## src/rtl/mult_pkg.sv

```systemverilog
// mult_pkg: shared mode constants, product type and stage-count helper for pipelined_array_multiplier.
package mult_pkg;
  localparam int MAX_WIDTH = 64;
  localparam logic MODE_UNSIGNED = 1'b0;
  localparam logic MODE_SIGNED = 1'b1;
  typedef logic [2*MAX_WIDTH-1:0] prod_t;
  function automatic int nstages(input int width, input int rows);
    return width / rows;
  endfunction
endpackage

```

## src/rtl/mult_row_stage.sv

```systemverilog
// mult_row_stage: one accumulation stage, adds rows FIRST_ROW..FIRST_ROW+ROWS_PER_STAGE-1 to the running sum.
// With MULT_PARITY_OUT_EN the unregistered next sum is exported so the top can register its parity.
module mult_row_stage
  import mult_pkg::*;
#(
  parameter int WIDTH = 16,
  parameter int ROWS_PER_STAGE = 2,
  parameter int FIRST_ROW = 0
) (
  input  logic               clk,
  input  logic               rst_n,
  input  logic               en_i,
  input  logic               valid_i,
  input  logic               signed_i,
  input  logic [WIDTH-1:0]   a_i,
  input  logic [2*WIDTH-1:0] b_ext_i,
  input  logic [2*WIDTH-1:0] sum_i,
  output logic               valid_o,
  output logic               signed_o,
  output logic [WIDTH-1:0]   a_o,
  output logic [2*WIDTH-1:0] b_ext_o,
  output logic [2*WIDTH-1:0] sum_o
`ifdef MULT_PARITY_OUT_EN
  ,
  output logic [2*WIDTH-1:0] sum_d_o
`endif
);
  logic               valid_q, signed_q;
  logic [WIDTH-1:0]   a_q;
  logic [2*WIDTH-1:0] b_ext_q, sum_q, sum_d, row;
  // In signed mode the top row carries weight -2^(WIDTH-1), so it is subtracted.
  always_comb begin
    sum_d = sum_i;
    row = '0;
    for (int r = FIRST_ROW; r < FIRST_ROW + ROWS_PER_STAGE; r++) begin
      row = a_i[r] ? b_ext_i << r : '0;
      sum_d = (signed_i == MODE_SIGNED && r == WIDTH - 1) ? sum_d - row : sum_d + row;
    end
  end
  always_ff @(posedge clk or negedge rst_n) begin
    if (!rst_n) begin
      valid_q  <= 1'b0;
      signed_q <= 1'b0;
      a_q      <= '0;
      b_ext_q  <= '0;
      sum_q    <= '0;
    end else if (en_i) begin
      valid_q  <= valid_i;
      signed_q <= signed_i;
      a_q      <= a_i;
      b_ext_q  <= b_ext_i;
      sum_q    <= sum_d;
    end
  end
  assign valid_o  = valid_q;
  assign signed_o = signed_q;
  assign a_o      = a_q;
  assign b_ext_o  = b_ext_q;
  assign sum_o    = sum_q;
`ifdef MULT_PARITY_OUT_EN
  assign sum_d_o  = sum_d;
`endif
endmodule

```

## src/rtl/pipelined_array_multiplier.sv

```systemverilog
// pipelined_array_multiplier: WIDTH x WIDTH signed/unsigned array multiplier, ROWS_PER_STAGE rows per stage.
// Define MULT_PARITY_OUT_EN to add the registered y_parity output (XOR of y).
module pipelined_array_multiplier
  import mult_pkg::*;
#(
  parameter int WIDTH = 16,
  parameter int ROWS_PER_STAGE = 2
) (
  input  logic               clk,
  input  logic               rst_n,
  input  logic               in_valid,
  output logic               in_ready,
  input  logic [WIDTH-1:0]   a,
  input  logic [WIDTH-1:0]   b,
  input  logic               is_signed,
  output logic               out_valid,
  input  logic               out_ready,
  output logic [2*WIDTH-1:0] y
`ifdef MULT_PARITY_OUT_EN
  ,
  output logic               y_parity
`endif
);
  localparam int NSTAGES = nstages(WIDTH, ROWS_PER_STAGE);
  localparam int PW = 2 * WIDTH;
  if (WIDTH < 2 || WIDTH > MAX_WIDTH || WIDTH % ROWS_PER_STAGE != 0) begin : g_bad_cfg
    $error("pipelined_array_multiplier: WIDTH must be 2..64 and a multiple of ROWS_PER_STAGE");
  end
  logic             en, v0_q, sg0_q;
  logic [WIDTH-1:0] a0_q;
  logic [PW-1:0]    b0_q, b0_d;
  logic             v_s   [NSTAGES+1];
  logic             sg_s  [NSTAGES+1];
  logic [WIDTH-1:0] a_s   [NSTAGES+1];
  logic [PW-1:0]    b_s   [NSTAGES+1];
  logic [PW-1:0]    sum_s [NSTAGES+1];
  logic             unused_tail;
  // A single enable stalls the whole pipe whenever the output is held.
  assign en       = !out_valid || out_ready;
  assign in_ready = en;
  assign b0_d     = is_signed == MODE_UNSIGNED ? {{WIDTH{1'b0}}, b} : {{WIDTH{b[WIDTH-1]}}, b};
  always_ff @(posedge clk or negedge rst_n) begin
    if (!rst_n) begin
      v0_q  <= 1'b0;
      sg0_q <= 1'b0;
      a0_q  <= '0;
      b0_q  <= '0;
    end else if (en) begin
      v0_q  <= in_valid;
      sg0_q <= is_signed;
      a0_q  <= a;
      b0_q  <= b0_d;
    end
  end
  assign v_s[0]   = v0_q;
  assign sg_s[0]  = sg0_q;
  assign a_s[0]   = a0_q;
  assign b_s[0]   = b0_q;
  assign sum_s[0] = '0;
`ifdef MULT_PARITY_OUT_EN
  logic [PW-1:0] nxt_s [1:NSTAGES];
  logic          parity_q;
`endif
  for (genvar k = 1; k <= NSTAGES; k++) begin : g_stage
    mult_row_stage #(
      .WIDTH          (WIDTH),
      .ROWS_PER_STAGE (ROWS_PER_STAGE),
      .FIRST_ROW      ((k - 1) * ROWS_PER_STAGE)
    ) u_stage (
      .clk      (clk),
      .rst_n    (rst_n),
      .en_i     (en),
      .valid_i  (v_s[k-1]),
      .signed_i (sg_s[k-1]),
      .a_i      (a_s[k-1]),
      .b_ext_i  (b_s[k-1]),
      .sum_i    (sum_s[k-1]),
      .valid_o  (v_s[k]),
      .signed_o (sg_s[k]),
      .a_o      (a_s[k]),
      .b_ext_o  (b_s[k]),
      .sum_o    (sum_s[k])
`ifdef MULT_PARITY_OUT_EN
      ,
      .sum_d_o  (nxt_s[k])
`endif
    );
  end
  assign out_valid   = v_s[NSTAGES];
  assign y           = sum_s[NSTAGES];
  assign unused_tail = ^{sg_s[NSTAGES], a_s[NSTAGES], b_s[NSTAGES]};
`ifdef MULT_PARITY_OUT_EN
  always_ff @(posedge clk or negedge rst_n) begin
    if (!rst_n) parity_q <= 1'b0;
    else if (en) parity_q <= ^nxt_s[NSTAGES];
  end
  assign y_parity = parity_q;
`endif
endmodule

```

## config.mk

```make
export PLATFORM = sky130hd
export DESIGN_NAME = pipelined_array_multiplier
export DESIGN_NICKNAME = d
export VERILOG_FILES = /design/src/rtl/mult_pkg.sv /design/src/rtl/mult_row_stage.sv /design/src/rtl/pipelined_array_multiplier.sv
export SDC_FILE = /design/constraint.sdc
export NUM_CORES = 2
export LEC_CHECK = 0
export BUFFER_PORTS_ARGS = -buffer_cell sky130_fd_sc_hd__buf_2
export CORE_ASPECT_RATIO = 1.75
export CORE_UTILIZATION = 36
export CTS_BUF_LIST = sky130_fd_sc_hd__clkbuf_2
export CTS_CLUSTER_SIZE = 28
export DETAILED_ROUTE_END_ITERATION = 7
export GPL_TIMING_DRIVEN = 1
export PLACE_DENSITY = 0.59
export SLEW_MARGIN = 20
export SYNTH_ARGS = -nofsm -noshare
export SYNTH_HDL_FRONTEND = slang
export SYNTH_SLANG_ARGS = --single-unit
```

## constraint.sdc

```tcl
create_clock -name clk -period 6.9 [get_ports clk]
set_input_delay 1.035 -clock clk [delete_from_list [all_inputs] [get_ports clk]]
set_output_delay 1.035 -clock clk [all_outputs]
set_load 0.01 [all_outputs]
```

# After elaboration in Yosys (flattened, before gate mapping)
# Cells that the tools add are included.
dict set report op_classes {
  shift 0
  add_sub_neg 16
  n_reduce_logical 2
  eq_ne 0
  n_mul 0
  mux 18
  n_div 0
  n_lt_le_gt_ge 0
  n_bitwise 0
}
# operator n
set op_table {}
lappend op_table {{two-way mux 32 bit} 18}
lappend op_table {{adder 32 bit} 15}
lappend op_table {{subtractor 32 bit} 1}
lappend op_table {{zero test 1 bit} 1}
lappend op_table {{logical OR 1 bit} 1}
dict set report totals {
  out_inout_bits 34
  rom_bits 0
  register_bits 601
  latchBits 0
  n_memories 0
  input_bits 37
  elab_cells 77
  mem_bits_rw 0
}

# Longest topological paths before layout
dict set report depth {
  depth_word 4
  depth_mapped 22
  ltp_nobuf 20
}

# Cells and area by module
# A second synthesis with hierarchy kept.
dict set report hier_totals {
  cells_unflattened 3754
  hier_area_um2 43232.7
}
# mod cells_each seq_area_each_um2 instances area_per_inst_um2
set modules_own_cells {}
lappend modules_own_cells {{mult_row_stage at g_stage[1].u_stage} 529 2052.0 1 5803.1}
lappend modules_own_cells {{mult_row_stage at g_stage[2].u_stage} 521 2052.0 1 5680.4}
lappend modules_own_cells {{mult_row_stage at g_stage[3].u_stage} 485 2052.0 1 5504.0}
lappend modules_own_cells {{mult_row_stage at g_stage[4].u_stage} 437 2052.0 1 5170.0}
lappend modules_own_cells {{mult_row_stage at g_stage[5].u_stage} 443 2052.0 1 5134.9}
lappend modules_own_cells {{mult_row_stage at g_stage[8].u_stage} 468 2052.0 1 5038.6}
lappend modules_own_cells {{mult_row_stage at g_stage[6].u_stage} 406 2052.0 1 4809.6}
lappend modules_own_cells {{mult_row_stage at g_stage[7].u_stage} 387 2052.0 1 4621.9}
lappend modules_own_cells {pipelined_array_multiplier 78 875.8 1 1470.2}

# Worst setup path after synthesis
# OpenSTA, ideal clock, no wires.
dict set report synth_timing {
  path_type {reg2reg}
  from {register g_stage[7].u_stage.a_q[14]}
  to {register g_stage[8].u_stage.sum_q[30]}
  synth_period_minus_slack_ns 4.261
  setup_time_ns 0.129
  path_stages_with_launch 23
  arrival_time_ns 4.132
  t_required_ns 6.771
  slack_ns 2.639
  n_path_buf 2
  path_cell_list {dfrtp_1 -> clkbuf_1 -> clkbuf_1 -> and2_1 -> ha_1 -> fa_1 -> a21o_1 -> a21oi_1 -> o21bai_1 -> a21o_1 -> a21oi_1 -> o21ba_2 -> o21bai_1 -> a21oi_1 -> xnor2_1 -> ha_1 -> and3_1 -> a221o_1 -> nand4_1 -> nand3b_1 -> a21oi_1 -> xor2_1 -> o21ai_1}
}
dict set report synth_between {
  elab_chain_cells 4
  elab_cells_between_ends 5
  cone_classes {3 x add/sub; 2 x mux}
}
# item line_no
set synth_rtl {}
lappend synth_rtl {{start, declared} mult_row_stage.sv:29} ;# logic [WIDTH-1:0] a_q;
lappend synth_rtl {{start signal, assigned} mult_row_stage.sv:50} ;# a_q <= a_i;
lappend synth_rtl {{two-way mux 32 bit *} mult_row_stage.sv:36} ;# row = a_i[r] ? b_ext_i << r : '0;
lappend synth_rtl {{adder 32 bit *} mult_row_stage.sv:37} ;# sum_d = (signed_i == MODE_SIGNED && r == WIDTH - 1) ? sum_d - row : sum_d + row;
lappend synth_rtl {{adder 32 bit or subtractor 32 bit (tied branches)} mult_row_stage.sv:37}
lappend synth_rtl {{two-way mux 32 bit *} mult_row_stage.sv:37}
lappend synth_rtl {{end signal, assigned} mult_row_stage.sv:52} ;# sum_q <= sum_d;
lappend synth_rtl {{end, declared} mult_row_stage.sv:30} ;# logic [2*WIDTH-1:0] b_ext_q, sum_q, sum_d, row;
# Every way passes the cells marked *; elsewhere a longest branch is shown, timed or not.
# A chain may end at the register's enable or synchronous reset.

# Worst setup path in the final report
# Ends and elaborated chain as after synthesis.

==> run_results.csv <==
group,metric,value,unit
status,status,"completed",
sta,min_period,4809,ps
clock_tree,postCtsSetupBuffers,0,
global_route,antenna_found_initial,2,
setup_path,max_stage_delay,590,ps
placed_design,dpl_cell_area,32250,µm²
die,die_y,389.4,µm
route,ant_nets,0,
cells_and_area,regArea,12040,µm²
sta,fmax,208.0,MHz
cells_and_area,fin_area,33660,µm²
yosys,syn-instance-count,3477,
setup_path,crit_path_top_delay_cell,"dfrtp_1",
route,top_layer,"met4",
yosys,syn_area,30870,µm²
setup_path,r2r-end,"g_stage[8].u_stage.sum_o[30]",
cells_and_area,nNetsFinal,3959,
yosys,syn-num-nets,3855,
worst_hold_path,worstHoldPathType,"input port to asynchronous set/reset pin",
route,drt_first_pass_iters,7,
setup_path,endpoint,"g_stage[8].u_stage.sum_o[30]",
placed_design,dpl.hpwl,45.76,mm
clock_tree,hold_buffers,35,
sta,layout_setup_ws,2091,ps
cells_and_area,layout-drive-gt1-share,0.07921,
clock_tree,h-tree-depth,3,
sta,tns,0,ps
setup_path,r2r_start,"g_stage[7].u_stage.a_o[14]",
yosys,synth_cell_type_count,71,
sta,rsz0062_at_grt,"false",
power,p_leak,16.77,nW
setup_path,end_kind,"flip-flop",
clock_tree,clk_latency,1270,ps
setup_path,r2r_cells,19,
setup_path,cp-startpoint,"g_stage[7].u_stage.a_o[14]",
die,io_pins,71,
route,drt_drc_violations_left,0,
clock_tree,cts_resized,0,
route,wl_per_cell,13.44,µm
setup_path,cp.required,7960,ps
cells_and_area,areaGrowthSynthToFinish,9.026,%
setup_path,cp-start-kind,"flip-flop",
cells_and_area,multiInputGateArea,18120,µm²
die,die-area,86970,µm²
flow_run,maxCapViolations,0,
sta,worstMarginPinSlew,945.9,ps
placed_design,place_ws,2095,ps
route,wl_met2,34.90,mm
route,wl,63.67,mm
yosys,ys_warn_count,0,
yosys,synth-async-reset-ratio,1.000,
route,wl_met3,1.819,mm
clock_tree,clk_pin_slew_worst_paths,110,ps
cells_and_area,fillers,8757,
route,viasPerCell,4.849,
setup_path,worst-setup-path-type,"flip-flop to flip-flop",
sta,hold_viol_final,0,
yosys,synth_edf_count,0,
route,first_iter_violations,1024,
setup_path,reg2reg_slack,2090,ps
route,vias,22975,
sta,clock_skew,109.8,ps
placed_design,place_inst,4500,
yosys,ys_ff_latch,481,
global_route,grt.overflow.total,0,
sta,finalCritPeriodShare,0.6969,
clock_tree,cts_sinks,481,
placed_design,place_congestion,0.8260,
setup_path,crit_arrival,5870,ps
clock_tree,cts_tree,"yes",
route,drt-met1-wl,24.78,mm
die,core,84680,µm²
power,ir_worst_vdd,170.5,µV
die,initial_core_util,0.3646,
yosys,ys.flop_type,"dfrtp_1",
global_route,first_global_vias,23703,
setup_path,cp_common_cell,"a21oi_1",
power,power_density,547.1,nW/µm²
yosys,syn_avg_cell_area,8.879,µm²
setup_path,crit_fanout,19,
sta,slew_viol_final,0,
clock_tree,clockRootBuffer,"clkbuf_2",
setup_path,crit_chain,"and2_1 -> ha_1 -> fa_1 -> a21o_1 -> a21oi_1 -> o21bai_1 -> a21o_1 -> a21oi_1 -> o21ba_2 -> xnor2_1 -> ha_1 -> a2111oi_0 -> a21oi_1 -> a221o_1 -> nand4_1 -> nand3b_1 -> a21oi_1 -> xor2_1 -> o21ai_1",
cells_and_area,final_cells,4738,
sta,finalSetupViolCount,0,
global_route,grt_max_degree,194,
clock_tree,clockBufferDepth,3,
die,die_w,223.4,µm
die,row_count,141,
placed_design,io_buffers,70,
sta,relSlewSlack,0.3694,
clock_tree,cts_buffers,116,
yosys,yosysSeqAreaShare,0.3899,
global_route,grt_util_all_layers,0.1488,
global_route,grt_pass1_wl,108.5,mm
cell usage in the layout, fill, tap and decap left out, types with 8 or more instances in the layout:
cell type,instances
buf_4,9
nand2_1,1038
fa_1,146
nand2b_1,22
dlygate4sd3_1,35
inv_1,59
o21ai_0,145
and3_1,21
a211oi_1,20
o21bai_1,21
clkbuf_2,162
nor2b_1,20
buf_2,69
o21a_1,30
xnor2_1,90
dfrtp_1,481
ha_1,195
clkinv_1,21
nor3_1,29
nor2_1,200
and2_1,258
nand4_1,11
o211ai_1,10
a31oi_1,26
or2_2,8
nand3_1,28
a21oi_1,204
a21o_1,67
o31ai_1,17
xor2_1,88
routing by layer:
layer	global-route usage	up-vias
li1	-	11815
met1	0.1517	10714
met2	0.2927	305
met3	0.02375	141
met4	0.06501	0
met5	0	-
cell usage after synthesis, drive strengths merged (5+ instances only):
library cell	number	area, µm²
a41oi	6	78.83
o21bai	21	157.7
and4	5	43.79
nand2b	22	137.6
nor2b	22	145.1
ha	195	2440
fa	146	2923
nor4	7	43.79
a31o	5	43.79
o21ai	151	759.5
o2111ai	7	61.31
o31ai	19	170.2
a31oi	26	162.7
clkbuf	125	470.5
a211oi	20	150.1
and3	21	131.4
nor2	200	750.7
a21oi	205	1037
and2	258	1614
dfrtp	481	12040
nand2	1038	3896
a21boi	7	52.55
inv	60	225.2
o21a	30	225.2
buf	8	30.03
xor2	88	770.7
nand3	28	140.1
xnor2	90	788.3
nand4	11	68.82
nor3	29	145.1
or2	8	50.05
or4	5	37.54
o211ai	10	75.07
a21o	68	511.7
how the worst min path moves through the flow:
stage / start / to / slack [ps] / cells past startpoint
floorplan: g_stage[7].u_stage.valid_o / g_stage[7].u_stage.valid_o / 430 / 2
global placement: g_stage[7].u_stage.valid_o / g_stage[7].u_stage.valid_o / 450 / 2
detailed placement: g_stage[8].u_stage.sum_o[8] / g_stage[8].u_stage.sum_o[8] / 450 / 2
CTS: rst_n / g_stage[3].u_stage.sum_o[0] / 260 / 2
global route: rst_n / g_stage[4].u_stage.sum_o[0] / 360 / 2
finish: rst_n / v0_q / 410 / 2
sequential cells by signal, summed over array words and instances, names as in the netlist:
| signal | flops |
|---|---|
| g_stage.u_stage.valid_o | 8 |
| g_stage.u_stage.a_o | 56 |
| g_stage.u_stage.sum_o | 256 |
| g_stage.u_stage.signed_o | 7 |
| g_stage.u_stage.b_ext_o | 119 |
| a0_q | 16 |
| sg0_q | 1 |
| b0_q | 17 |
| v0_q | 1 |
power breakdown:
part | switching [mW] | total (mW) | internal, mW | leakage (nW)
registers | 1.15 | 5.39 | 4.25 | 5.86
clock network | 1.18 | 1.88 | 0.698 | 0.784
logic | 6.21 | 11.1 | 4.93 | 10.1
through the flow:
step	power, mW	hold slack [ps]	util
5_1_grt	20.55	356.3	0.3974
6_report	18.41	410.8	0.3975
3_5_place_dp	16.67	450.9	0.3809
3_3_place_gp	16.45	446.8	0.3809
2_1_floorplan	14.20	430.0	-
4_1_cts	18.70	257.1	0.3973
cell type report:
| type | count | share of cell area |
|---|---|---|
| inverter | 60 | 0.006914 |
| sequential | 481 | 0.3576 |
| clock inverter | 36 | 0.006803 |
| multi-input combinational | 2803 | 0.5383 |
| antenna | 5 | 0.0003717 |
| tap | 1072 | 0.03985 |
| clock buffer | 162 | 0.02409 |
| timing repair buffer | 119 | 0.02610 |
kinds of logic (layout without fill, tap and decap cells):
kind of cell / count (synthesis) / in the layout / synth area share
adders and majority gates: 341 / 341 / 0.1737
xor gates and xnor gates: 178 / 178 / 0.05050
DFF: 481 / 481 / 0.3899
buffers and inverters: 193 / 377 / 0.02351
muxes: 1 / 1 / 0.0003243
other: 0 / 5 / 0
AOI/OAI and AO/OA: 611 / 611 / 0.1242
and+or+nand+nor: 1672 / 1672 / 0.2379
worst max-delay path: cells and delay by family, from the launching register on:
kind            cells  cell delay, ps
xor+xnor            2             230
fa+ha+maj           3             810
flops               1             590
simple gates        3             530
compound gates     11            2490
(Power assumes the default switching activity.)
